**src/rtl/hba_pkg.sv**
```systemverilog
// Shared HBA definitions: slot count, arbiter state encoding and the default
// watchdog limit. Imported by every block that arbitrates the HBA bus.
package hba_pkg;

  // Physical requester slots on the bus; NUM_MASTERS may use fewer of them.
  localparam int HBA_NUM_MASTER_SLOTS = 4;

  // Width of a slot index. The slot count is a power of two, so index
  // arithmetic wraps naturally.
  localparam int HBA_IDX_W = 2;

  // Default number of select-without-ack cycles before the watchdog fires.
  localparam int HBA_TIMEOUT_CYCLES_DEFAULT = 256;

  typedef enum logic [1:0] {
    ARB_IDLE  = 2'd0,
    ARB_OWNED = 2'd1,
    ARB_TURN  = 2'd2
  } arb_state_t;

endpackage

```
**src/rtl/hba_rr_pick.sv**
```systemverilog
// Combinational round-robin picker: given a request mask and the index that
// won last time, return the first requesting slot after it, searching
// cyclically. last_ptr itself is examined last, so it only wins again when
// nobody else is asking.
module hba_rr_pick
  import hba_pkg::*;
(
  input  logic [HBA_NUM_MASTER_SLOTS-1:0] req,
  input  logic [HBA_IDX_W-1:0]            last_ptr,
  output logic                            valid,
  output logic [HBA_NUM_MASTER_SLOTS-1:0] grant,
  output logic [HBA_IDX_W-1:0]            index
);

  // Cyclic first-hit search starting one slot after last_ptr.
  always_comb begin
    valid = 1'b0;
    grant = '0;
    index = '0;
    for (int off = 1; off <= HBA_NUM_MASTER_SLOTS; off++) begin
      logic [HBA_IDX_W-1:0] cand;
      // Slot count is 2**HBA_IDX_W, so the addition wraps modulo the slots.
      cand = last_ptr + HBA_IDX_W'(off);
      if (!valid && req[cand]) begin
        valid       = 1'b1;
        grant[cand] = 1'b1;
        index       = cand;
      end
    end
  end

endmodule

```
**src/rtl/hba_rr_arbiter.sv**
```systemverilog
// Round-robin HBA bus arbiter with a transfer watchdog.
//
// Request/grant protocol: a master raises hba_mrequest[i] and holds it for
// the whole transaction. hba_mgrant[i] rises one cycle after the request is
// sampled in IDLE and stays high while the master keeps its request or while
// hba_select is high. Releasing both request and select ends ownership; one
// dead TURN cycle follows before the next arbitration. The slave side
// completes a beat with hba_xferack; if none arrives within TIMEOUT_CYCLES
// cycles of continuous select, hba_xferack_timeout stands in for it for one
// cycle and the error flags record which master stalled.
module hba_rr_arbiter
  import hba_pkg::*;
#(
  parameter int NUM_MASTERS    = 4,
  parameter int TIMEOUT_CYCLES = HBA_TIMEOUT_CYCLES_DEFAULT,
  parameter int CNT_WIDTH      = $clog2(TIMEOUT_CYCLES + 1)
) (
  input  logic                            hba_clk,
  input  logic                            hba_reset,
  input  logic [HBA_NUM_MASTER_SLOTS-1:0] hba_mrequest,
  input  logic                            hba_select,
  input  logic                            hba_xferack,
  output logic [HBA_NUM_MASTER_SLOTS-1:0] hba_mgrant,
  output logic                            hba_xferack_timeout,
  output logic                            arb_busy,
  output logic                            err_timeout,
  output logic [HBA_IDX_W-1:0]            err_master,
  input  logic                            err_clear
);

  // Slots at or above NUM_MASTERS are unused and their requests are ignored.
  localparam logic [HBA_NUM_MASTER_SLOTS-1:0] REQ_MASK =
    HBA_NUM_MASTER_SLOTS'((1 << NUM_MASTERS) - 1);
  // Starting the pointer on the highest used slot makes master 0 win first.
  localparam logic [HBA_IDX_W-1:0] PTR_RESET = HBA_IDX_W'(NUM_MASTERS - 1);
  localparam logic [CNT_WIDTH-1:0] WD_LAST   = CNT_WIDTH'(TIMEOUT_CYCLES - 1);
  localparam logic [CNT_WIDTH-1:0] WD_MAX    = CNT_WIDTH'(TIMEOUT_CYCLES);

  arb_state_t                      state;
  logic [HBA_IDX_W-1:0]            last_ptr;
  logic [CNT_WIDTH-1:0]            wd_cnt;

  logic [HBA_NUM_MASTER_SLOTS-1:0] req_valid;
  logic                            pick_valid;
  logic [HBA_NUM_MASTER_SLOTS-1:0] pick_grant;
  logic [HBA_IDX_W-1:0]            pick_index;
  logic                            owner_req;
  logic                            release_bus;
  logic                            wd_fire;

  assign req_valid = hba_mrequest & REQ_MASK;

  // While OWNED, last_ptr is the index of the current owner.
  assign owner_req   = hba_mrequest[last_ptr];
  assign release_bus = !owner_req && !hba_select;

  // Fires on the TIMEOUT_CYCLES-th consecutive select-without-ack cycle;
  // a real ack in the same cycle wins.
  assign wd_fire = (state == ARB_OWNED) && hba_select && !hba_xferack &&
                   (wd_cnt == WD_LAST);

  hba_rr_pick u_pick (
    .req      (req_valid),
    .last_ptr (last_ptr),
    .valid    (pick_valid),
    .grant    (pick_grant),
    .index    (pick_index)
  );

  // Arbitration FSM, watchdog counter and sticky error capture.
  always_ff @(posedge hba_clk or posedge hba_reset) begin
    if (hba_reset) begin
      state               <= ARB_IDLE;
      hba_mgrant          <= '0;
      hba_xferack_timeout <= 1'b0;
      arb_busy            <= 1'b0;
      err_timeout         <= 1'b0;
      err_master          <= '0;
      last_ptr            <= PTR_RESET;
      wd_cnt              <= '0;
    end else begin
      hba_xferack_timeout <= 1'b0;

      // Clear first so a simultaneous watchdog fire below overrides it.
      if (err_clear) begin
        err_timeout <= 1'b0;
      end

      case (state)
        ARB_IDLE: begin
          wd_cnt <= '0;
          if (pick_valid) begin
            hba_mgrant <= pick_grant;
            last_ptr   <= pick_index;
            arb_busy   <= 1'b1;
            state      <= ARB_OWNED;
          end
        end

        ARB_OWNED: begin
          if (!hba_select || hba_xferack) begin
            wd_cnt <= '0;
          end else if (wd_fire) begin
            wd_cnt              <= '0;
            hba_xferack_timeout <= 1'b1;
            err_timeout         <= 1'b1;
            err_master          <= last_ptr;
          end else if (wd_cnt != WD_MAX) begin
            wd_cnt <= wd_cnt + 1'b1;
          end

          if (release_bus) begin
            hba_mgrant <= '0;
            arb_busy   <= 1'b0;
            wd_cnt     <= '0;
            state      <= ARB_TURN;
          end
        end

        ARB_TURN: begin
          wd_cnt <= '0;
          state  <= ARB_IDLE;
        end

        default: begin
          hba_mgrant <= '0;
          arb_busy   <= 1'b0;
          wd_cnt     <= '0;
          state      <= ARB_IDLE;
        end
      endcase
    end
  end

endmodule

```
**config.mk**
```make
export PLATFORM = sky130hd
export DESIGN_NAME = hba_rr_arbiter
export DESIGN_NICKNAME = d
export VERILOG_FILES = /design/src/rtl/hba_pkg.sv /design/src/rtl/hba_rr_pick.sv /design/src/rtl/hba_rr_arbiter.sv
export SDC_FILE = /design/constraint.sdc
export NUM_CORES = 1
export LEC_CHECK = 0
export ABC_AREA = 1
export ABC_CLOCK_PERIOD_IN_PS = 4300
export BUFFER_PORTS_ARGS = -buffer_cell sky130_fd_sc_hd__buf_2
export CAP_MARGIN = 20
export CELL_PAD_IN_SITES_DETAIL_PLACEMENT = 0
export CELL_PAD_IN_SITES_GLOBAL_PLACEMENT = 1
export CORE_AREA = 2 2 63 65
export DETAILED_ROUTE_END_ITERATION = 8
export DIE_AREA = 0 0 65 67
export PLACE_DENSITY_LB_ADDON = 0.1
export SLEW_MARGIN = 5
export SYNTH_ARGS = -nofsm -noshare
export SYNTH_HDL_FRONTEND = slang
export SYNTH_HIERARCHICAL = 1
export SYNTH_SLANG_ARGS = --single-unit
```
**constraint.sdc**
```tcl
create_clock -name hba_clk -period 4.3 [get_ports hba_clk]
set_clock_uncertainty 0.1 [all_clocks]
set_input_delay 0.645 -clock hba_clk [delete_from_list [all_inputs] [get_ports hba_clk]]
set_output_delay 0.645 -clock hba_clk [all_outputs]
set_load 0.01 [all_outputs]
```
# Yosys cells after proc, flatten, opt, wreduce, memory -nomap -nowiden

Cells that the tools add are included.
Widths: inputs -> output; s select.

Logic and storage cells: 104
Flip-flop bits (word level): 22
ROM bits: 0
Memories: 0
Latch bits: 0
RAM bits: 0
Output and inout bits: 9
Bits of input ports: 9

$lt $le $gt $ge: 8
Bitwise operators: 6
Multipliers: 0
Div/mod/pow operators: 0
Reduce and logical (&&, ||, !) cells: 23
Shifts and indexed selects: 0
Equal/unequal tests: 7
Mux-type cells: 48
Add/subtract/negate cells: 4

Operators by type and width:

| operator            | number |
|---|---|
| $mux 9              | 5 |
| $mux 4              | 6 |
| $mux 1              | 21 |
| $lt 2x3->1 const B  | 4 |
| $or 4x4->4          | 3 |
| $pmux 4 s3          | 1 |
| $logic_and 1x1->1   | 11 |
| $mux 2              | 5 |
| $add 9x1->9 const B | 1 |
| $eq 9x8->1 const B  | 1 |
| $ne 9x9->1 const B  | 1 |
| $reduce_and 3->1    | 3 |
| $bmux 1 s2          | 4 |
| $demux 1 s2         | 4 |
| $ge 2x1->1 const B  | 4 |
| $logic_not 1->1     | 6 |
| $ne 5x3->1 const B  | 1 |
| $add 2x2->2 const B | 2 |
| $ne 2x2->1 const B  | 2 |
| $pmux 2 s2          | 1 |
| $not 1->1           | 3 |
| $pmux 1 s3          | 1 |
| $add 2x1->2 const B | 1 |
| $eq 2x1->1 const B  | 1 |
| other kinds (4)     | 4 |

# Depth between registers and ports, before layout

Gate-level depths: netlist of the first run.

Word-level depth: 15
Gate-level depth with buffers: 14
Mapped depth without buffers: 12

# By module

Netlist of the first run, hierarchy kept.

By module, submodules not included:

| module         | area an instance (um2) | cells each | sequential area each (um2) | instances |
|---|---|---|---|---|
| hba_rr_arbiter | 1048.5                 | 127        | 553.0                      | 1 |
| hba_rr_pick    | 535.5                  | 81         | 0.0                        | 1 |

# Least setup slack after synthesis of the first run

No wires, ideal clock.

Kind: register to register
Start: register last_ptr[0]
End: register arb_busy
Slack: 1935 ps
Cell stages (with the launch flop): 14
Library setup time: 66 ps
Path buffers: 2
Period minus slack after synthesis: 2365 ps
Data required time: 4134 ps
Data arrival time: 2199 ps
Path through: dfstp_2 -> buf_6 -> inv_8 -> ha_1 -> inv_2 -> nand3_4 -> nand2_4 -> nor2_4 -> buf_6 -> nand4_1 -> inv_1 -> nor2_1 -> inv_1 -> nand2_1

Cells in the longest elaborated chain, start to end: 15
Elaborated cells between the ends (all ways): 26
Classes of those cells: add/sub: 3; eq/ne: 2; mux: 12; reduce/logical: 9

Ends and longest elaborated chain:

| element                        | RTL line              | RTL |
|---|---|---|
| from (decl)                    | hba_rr_arbiter.sv:40  | `logic [HBA_IDX_W-1:0] last_ptr;` |
| from (signal assigned)         | hba_rr_arbiter.sv:94  | `last_ptr <= pick_index;` |
| $add 2x1->2                    | hba_rr_pick.sv:23     | `cand = last_ptr + HBA_IDX_W'(off);` |
| $bmux 1 s2                     | hba_rr_pick.sv:24     | `if (!valid && req[cand]) begin` |
| $mux 1 (not written as such)   | hba_rr_pick.sv:24     |  |
| $mux 1                         | hba_rr_pick.sv:24     |  |
| $logic_not 1->1                | hba_rr_pick.sv:24     |  |
| $logic_and 1x1->1              | hba_rr_pick.sv:24     |  |
| $mux 1                         | hba_rr_pick.sv:24     |  |
| $logic_not 1->1                | hba_rr_pick.sv:24     |  |
| $logic_and 1x1->1              | hba_rr_pick.sv:24     |  |
| $mux 1                         | hba_rr_pick.sv:24     |  |
| $logic_not 1->1                | hba_rr_pick.sv:24     |  |
| $logic_and 1x1->1              | hba_rr_pick.sv:24     |  |
| $mux 1 (*)                     | hba_rr_pick.sv:24     |  |
| via pick_valid                 | hba_rr_arbiter.sv:44  | `logic pick_valid;` |
| $ne 2x2->1 (no line) (*)       | -                     |  |
| $reduce_and 3->1 (no line) (*) | -                     |  |
| to (signal assigned)           | hba_rr_arbiter.sv:76  | `arb_busy <= 1'b0;` |
| to (signal assigned)           | hba_rr_arbiter.sv:95  | `arb_busy <= 1'b1;` |
| to (signal assigned)           | hba_rr_arbiter.sv:114 | `arb_busy <= 1'b0;` |
| to (decl)                      | hba_rr_arbiter.sv:25  | `output logic arb_busy,` |

Mark *: on every way through the listed nets, which the timed path passes. The rest lies on a longest branch. The select of a mux whose other input is x is not followed.
A chain may end at the register's enable or synchronous reset.

# Final worst setup path of the first run

Start: register last_ptr[0]
End: register hba_mgrant[3]

Cells in the longest elaborated chain, start to end: 15
Elaborated cells between the ends (all ways): 55
Classes of those cells: add/sub: 3; order compare: 8; eq/ne: 2; mux: 26; bitwise: 3; reduce/logical: 13

Ends and longest elaborated chain:

| element                        | RTL line             | RTL |
|---|---|---|
| $add 2x1->2                    | hba_rr_pick.sv:23    |  |
| $bmux 1 s2                     | hba_rr_pick.sv:24    |  |
| $mux 1 (not written as such)   | hba_rr_pick.sv:24    |  |
| $mux 1                         | hba_rr_pick.sv:24    |  |
| $logic_not 1->1                | hba_rr_pick.sv:24    |  |
| $logic_and 1x1->1              | hba_rr_pick.sv:24    |  |
| $mux 1                         | hba_rr_pick.sv:24    |  |
| $logic_not 1->1                | hba_rr_pick.sv:24    |  |
| $logic_and 1x1->1              | hba_rr_pick.sv:24    |  |
| $mux 1                         | hba_rr_pick.sv:24    |  |
| $logic_not 1->1                | hba_rr_pick.sv:24    |  |
| $logic_and 1x1->1              | hba_rr_pick.sv:24    |  |
| $mux 1 (*)                     | hba_rr_pick.sv:24    |  |
| via pick_valid                 | hba_rr_arbiter.sv:44 |  |
| $ne 2x2->1 (no line) (*)       | -                    |  |
| $reduce_and 3->1 (no line) (*) | -                    |  |
| to (signal assigned)           | hba_rr_arbiter.sv:93 | `hba_mgrant <= pick_grant;` |
| to (decl)                      | hba_rr_arbiter.sv:23 | `output logic [HBA_NUM_MASTER_SLOTS-1:0] hba_mgrant,` |

Marks and branches as above.

==> impl_results.md, run 1 <==
* Fillers at about 370
* Compound-gate portion of the synthesized area at 0.0758
* CTS Hold Bufs at 0
* LEAKAGE at 0.916 nW
* Commonest non-fill, non-tap cells in the layout: nand2_1, inv_1, nand3_1
* Largest net degree at the start of global routing at 23
* Synthesized area at roughly 1600 um2
* Met1 usage at 0.230
* Commonest non-fill, non-tap cell in the layout: nand2_1
* Cell area power density at between 600 and 700 nW/um2
* Final Hold Viols at 0
* Crit path kind: flip-flop to flip-flop
* Longest Clk Path Bufs at 2
* Clock period minus worst slack at around 2.6 ns
* Top_reg_cell synth: dfrtp_1
* DRC at 0
* Htree depth at 1
* Area Overhead vs Synth at 10.6%
* Maxcap violations at 0
* Setup Fix Bufs, Post-CTS at 0
* Routability Congestion at 0.851
* Final instance area at about 1800 um2
* Maximum VDD drop at ~0.00040 V
* Final period util at 0.608
* Mux contribution to synthesized area at 0
* Startpoint Class: flip-flop
* Row count at 22
* All-Layer GR Usage at 0.170
* Post-Syn Area per Cell at between 7 and 8 um2
* First-pass GRT wire length at 5.73 mm
* DP Area at ~1700 um2
* Clock power share at 0.118
* Adder-cell share of the synthesized area at 0.0790
* Placed Cells at roughly 270
* Die Y at 67 um
* Number of clock sinks at 22
* Worst r2r path cells at 11
* WL final at approximately 3.4 mm
* Setup TNS at 0 ns
* Core area at ~3600 um2
* Critical path origin: last_ptr[0]$_DFFE_PP1P_
* Total CTS buffers at 3
* Port Buffer Count at 17
* Total gr overflow at 0
* Endpoints failing setup at 0
* Met3 usage at 0.0338
* Pint at about 530 uW
* Post-cts sizing count at 0
* Slowest cell delay on critical path at ~0.77 ns
* Synthesized instance count at ~210
* Iteration-0 DRC Markers at 75
* GRT Max-Usage Layer: met2
* CTS tree: done
* Switch Pwr at around 550 uW
* Setup crit end kind: flip-flop
* Top cells by area, synth: dfrtp_1, nand2_1, ha_1, nand3_1, inv_1
* Clock Pin Slew Worst Setup and Hold Paths at roughly 0.070 ns
* Vias per inst at approximately 5.0
* Slew Viols, Final at 0
* FF-to-FF setup slack at between 1.5 and 2 ns
* Vias at ~1400
* Worst Tran Pin Value at just over 0.8 ns
* Yosys top cell by area: dfrtp_1
* Simple-gate portion of the synthesized area at 0.385
* Post-synth top area share at 0.316
* Max transition margin at 0.454
* Layout cells sized above 1 at 0.194
* Worst path slowest cell: dfstp_2
* Net Count, Synth at 227
* Post-synthesis sequential area ratio at 0.349
* Critical Path RT at 4.39 ns
* WP data arrival at 2.70 ns
* Root Buffer Master: clkbuf_8
* Critical Path, Cell by Cell: inv_8, ha_1, inv_2, nand3_4, nand2_4, nor2_4, nand4_1, inv_1, nor2_1, nand2_1, nand2_1
* Met2 GRT Util at 0.274
* Synth Warn # at 6
* F_max at around 380 MHz
* Critical Path Sink: hba_mgrant[3]$_DFFE_PP0P_
* Antenna violations before repair at 0
* Critical Path Fanout Max at 16
* I/O pins at 18
* Post-route ant nets at 0
* Dpl hpwl at between 2 and 3 mm
* Starting Density at 0.439
* ANT cells at 0
* Final total power at about 1.1 mW
* Final #Nets at between 200 and 250
* FF+latch count, synth at 22
* Largest family of logic cells by synthesized area: simple AND/OR/NAND/NOR gates
* Synth Area in XOR/XNOR at 0.0166
* Worst skew pair latency at 0.26 ns
* DRT Pass-1 Iters at 4
* Net switching share of the total power at 0.509
* Register share of total power at 0.285
* Status: completed
* Worst reg2reg path startpoint: last_ptr[0]$_DFFE_PP1P_
* Type of the most critical hold path: flip-flop to flip-flop
* Wire per inst at 12.4 um
* Via count of the first global-routing pass at ~1300
* RSZ-0062 raised after global routing: false
* Ys async rst share at 1.00
* RR Endpoint: hba_mgrant[3]$_DFFE_PP0P_
* Yosys cell types at 29
* EDFF count, synth at 0
* Most used cell, CP: nand2_1
* Die W at around 65 um
* Die area at approximately 4400 um2
* Finished Layout Cells at 275
* Combinational group share of total power at 0.597
## how the worst min path moves through the flow
stage / start / to / depth (start not counted)
finish: hba_mgrant[2]$_DFFE_PP0P_ / hba_mgrant[2]$_DFFE_PP0P_ / 2
global route: hba_mgrant[3]$_DFFE_PP0P_ / hba_mgrant[3]$_DFFE_PP0P_ / 2
CTS: hba_mgrant[2]$_DFFE_PP0P_ / hba_mgrant[2]$_DFFE_PP0P_ / 2
detailed placement: hba_mgrant[2]$_DFFE_PP0P_ / hba_mgrant[2]$_DFFE_PP0P_ / 2
global placement: hba_mgrant[0]$_DFFE_PP0P_ / hba_mgrant[0]$_DFFE_PP0P_ / 2
floorplan: wd_cnt[8]$_DFFE_PP0P_ / wd_cnt[8]$_DFFE_PP0P_ / 2
## per-layer routing
layer	part of all wire	up-vias
met1	0.50	646
met4	0.0065	0
met3	0.038	2
met5	0	-
met2	0.46	27
li1	-	704
## worst max-delay path, delay by kind of cell, from the launching register on
kind | cells | cell delay [ns]
and+or+nand+nor | 7 | 0.99
DFF | 1 | 0.77
buffers and inverters | 3 | 0.29
adders and majority gates | 1 | 0.38
## synth_stat cells (all sizes together), types with 2 or more instances
cell and number:
nand2 61, inv 32, nand3 26, dfrtp 20, nor2 18, a21oi 10, ha 10, nand4 9
o21ai 5, a21boi 4, buf 2, dfstp 2, xor2 2
## logic make-up after synthesis
kind of cell / after synthesis
and+or+nand+nor: 118
buffers and inverters: 34
DFF: 22
adders and majority gates: 10
xor gates and xnor gates: 3
AOI/OAI and AO/OA: 21
## cell type report
class | count | area (um2) | share of cell area
multi-input combinational | 152 | 881 | 0.503
inverter | 32 | 128 | 0.0729
timing repair buffer | 17 | 85.1 | 0.0486
tap | 48 | 60.1 | 0.0343
clock buffer | 4 | 45.0 | 0.0257
sequential | 22 | 553 | 0.316
## metrics by stage
stage	setup WS [ns]	hold slack [ns]	utilization
5_1_grt	1.41	0.412	0.486
2_1_floorplan	1.94	0.400	-
3_5_place_dp	1.71	0.353	0.473
3_3_place_gp	1.82	0.351	0.473
4_1_cts	1.68	0.371	0.486
6_report	1.69	0.366	0.486
## power by group through the flow
stage	Clock [mW]	Sequential [mW]	Combinational, mW
detailed placement	0	0.312	0.648
floorplan	0	0.294	0.549
global route	0.143	0.318	0.733
finish	0.128	0.310	0.650
CTS	0.133	0.309	0.650
global placement	0	0.311	0.639
## flip-flops by register name, indices dropped and copies added, names as in the netlist
register and cells:
arb_busy 1, err_master 2, err_timeout 1, hba_mgrant 4, hba_xferack_timeout 1, last_ptr 2, state 2, wd_cnt 9
(Power assumes the default switching activity.)
==> run 2, diff against run 1 <==
Settings changed: ABC_CLOCK_PERIOD_IN_PS 4300 to 2200, CORE_AREA 2 2 63 65 to 2 2 68 70, DIE_AREA 0 0 65 67 to 0 0 70 72.
Clock period 4.3 ns to 2.2 ns, I/O delays scaled along.
==> impl_results.md, run 2 (synthesis results as in run 1) <==
* Status: completed
* Final #Nets at ~250
* Setup TNS at 0 ns
* Iteration-0 DRC Markers at 64
* Max reg flops at 9
* Cell area power density at 1270 nW/um2
* Starting Density at 0.371
* Max Used Layer: met4
* Startpoint Class: flip-flop
* I/O pins at 18
* F_max at 498 MHz
* Antenna violations before repair at 0
* Dpl hpwl at around 2.7 mm
* Largest net degree at the start of global routing at 19
* Setup crit end kind: flip-flop
* Type of the most critical hold path: input pin to flip-flop
* Met3 wire length at about 120 um
* Root Buffer Master: clkbuf_8
* Util after Layout at 0.433
* Wire per inst at ~12 um
* Max transition margin at 0.805
* All-Layer GR Usage at 0.146
* Slew Viols, Final at 0
* Maxcap violations at 0
* Via count of the first global-routing pass at 1374
* Htree depth at 1
* Row count at 24
* Final period util at 0.912
* DRC at 0
* Most flops, register: wd_cnt
* Pre-CTS setup slack at around 0.18 ns
* Commonest non-fill, non-tap cell in the layout: nand2_1
* Post-route ant nets at 0
* Number of clock sinks at 22
* Commonest non-fill, non-tap cells in the layout: nand2_1, inv_1, nand3_1
* Worst skew pair latency at roughly 0.26 ns
* Worst Tran Pin Value at between 0.2 and 0.3 ns
* Critical Path Fanout Max at 13
* Clock period minus worst slack at 2.01 ns
* Die W at approximately 70 um
* DP Area at 1760 um2
* Final Hold Viols at 0
* Critical Path RT at 2.29 ns
* ANT cells at 0
* Total CTS buffers at 3
* CTS tree: done
* Layout cells sized above 1 at 0.223
* Maximum VDD drop at ~0.00050 V
* Metal-1 WL at approximately 1.5 mm
* Hold slack at roughly 0.15 ns
* Longest Clk Path Bufs at 2
* Met2 Routed Length at about 1.7 mm
* Port Buffer Count at 17
* Setup Fix Bufs, Post-CTS at 0
* Vias per inst at 4.95
* Final instance area at around 1800 um2
* Clock Pin Slew Worst Setup and Hold Paths at 0.07 ns
* Area Overhead vs Synth at 16.5%
* Die area at between 5000 and 6000 um2
* Total gr overflow at 0
* Routability Congestion at about 0.83
* Die Y at 72 um
* Final worst setup slack at about 0.19 ns
* DRT Pass-1 Iters at 4
* Fillers at 430
* RSZ-0062 raised after global routing: false
* WL final at about 3.4 mm
* First-pass GRT wire length at ~6.0 mm
* Biggest regs: wd_cnt (9), hba_mgrant (4)
* Vias at about 1400
* Core area at 4260 um2
* Endpoints failing setup at 0
* LEAKAGE at 0.959 nW
* Crit path kind: flip-flop to flip-flop
* WP data arrival at between 2 and 2.5 ns
[run 2: cell types whose count changed in the layout (fill, tap and decap cells not counted)]
cell / previous run / this run
clkbuf_1: 1 / 0
nor2_1: 13 / 12
nor2_2: 1 / 2
dlygate4sd3_1: 0 / 1
ha_1: 10 / 9
buf_4: 0 / 5
ha_4: 0 / 1
bufinv_16: 0 / 1
[run 2: through the flow]
step,total power [mW],instances
after detailed placement,1.99,280
after global routing,2.57,285
after CTS,2.38,285
final,2.35,285
after floorplan,1.68,208
after global placement,1.97,280
[run 2: worst paths after layout]
kind	from	end	slack [ns]	depth (start not counted)
max in group asynchronous	hba_reset	last_ptr[0]$_DFFE_PP1P_	1.07	4
setup reg to reg	last_ptr[0]$_DFFE_PP1P_	last_ptr[0]$_DFFE_PP1P_	0.19	11
min in group asynchronous	hba_reset	hba_xferack_timeout$_DFF_PP0_	0.39	3
setup / recovery	last_ptr[0]$_DFFE_PP1P_	last_ptr[0]$_DFFE_PP1P_	0.19	11
hold reg to reg	err_master[1]$_DFFE_PP0P_	err_master[1]$_DFFE_PP0P_	0.37	2
hold / removal	err_clear	err_timeout$_DFF_PP0_	0.15	2
[run 2: repair_timing]
| item | 4_1_cts | 5_1_grt |
|---|---|---|
| hold buffers | 1 | 0 |
| resized for setup | 0 | 0 |
| endpoints found under the hold margin | 4 | 0 |
[run 2: area by class of cell]
cell class / count / area (um2) / share of cell area
clock inverter: 1 / 30.0 / 0.0163
clock buffer: 3 / 41.3 / 0.0224
sequential: 22 / 553 / 0.300
timing repair buffer: 23 / 133 / 0.0719
multi-input combinational: 152 / 896 / 0.485
inverter: 32 / 128 / 0.0692
tap: 52 / 65.1 / 0.0353
[run 2: worst max-delay path, stage by stage (launching register included)]
cell and delay, ns:
dfstp_2 0.59, inv_8 0.07, ha_4 0.29, inv_2 0.06, nand3_4 0.11, nand2_4 0.08
nor2_4 0.11, buf_4 0.16, nand3_1 0.07, a21oi_1 0.14, nand2_1 0.06, o21ai_0 0.08
[run 2: layer usage]
layer,track usage,vias to the layer above
li1,-,719
met4,0.0385,0
met3,0.0264,5
met2,0.267,25
met5,0,-
met1,0.179,662
[run 2: where the power goes]
| part | switching, mW | internal (mW) |
|---|---|---|
| Combinational | 0.937 | 0.501 |
| Clock | 0.131 | 0.243 |
| Sequential | 0.0479 | 0.489 |
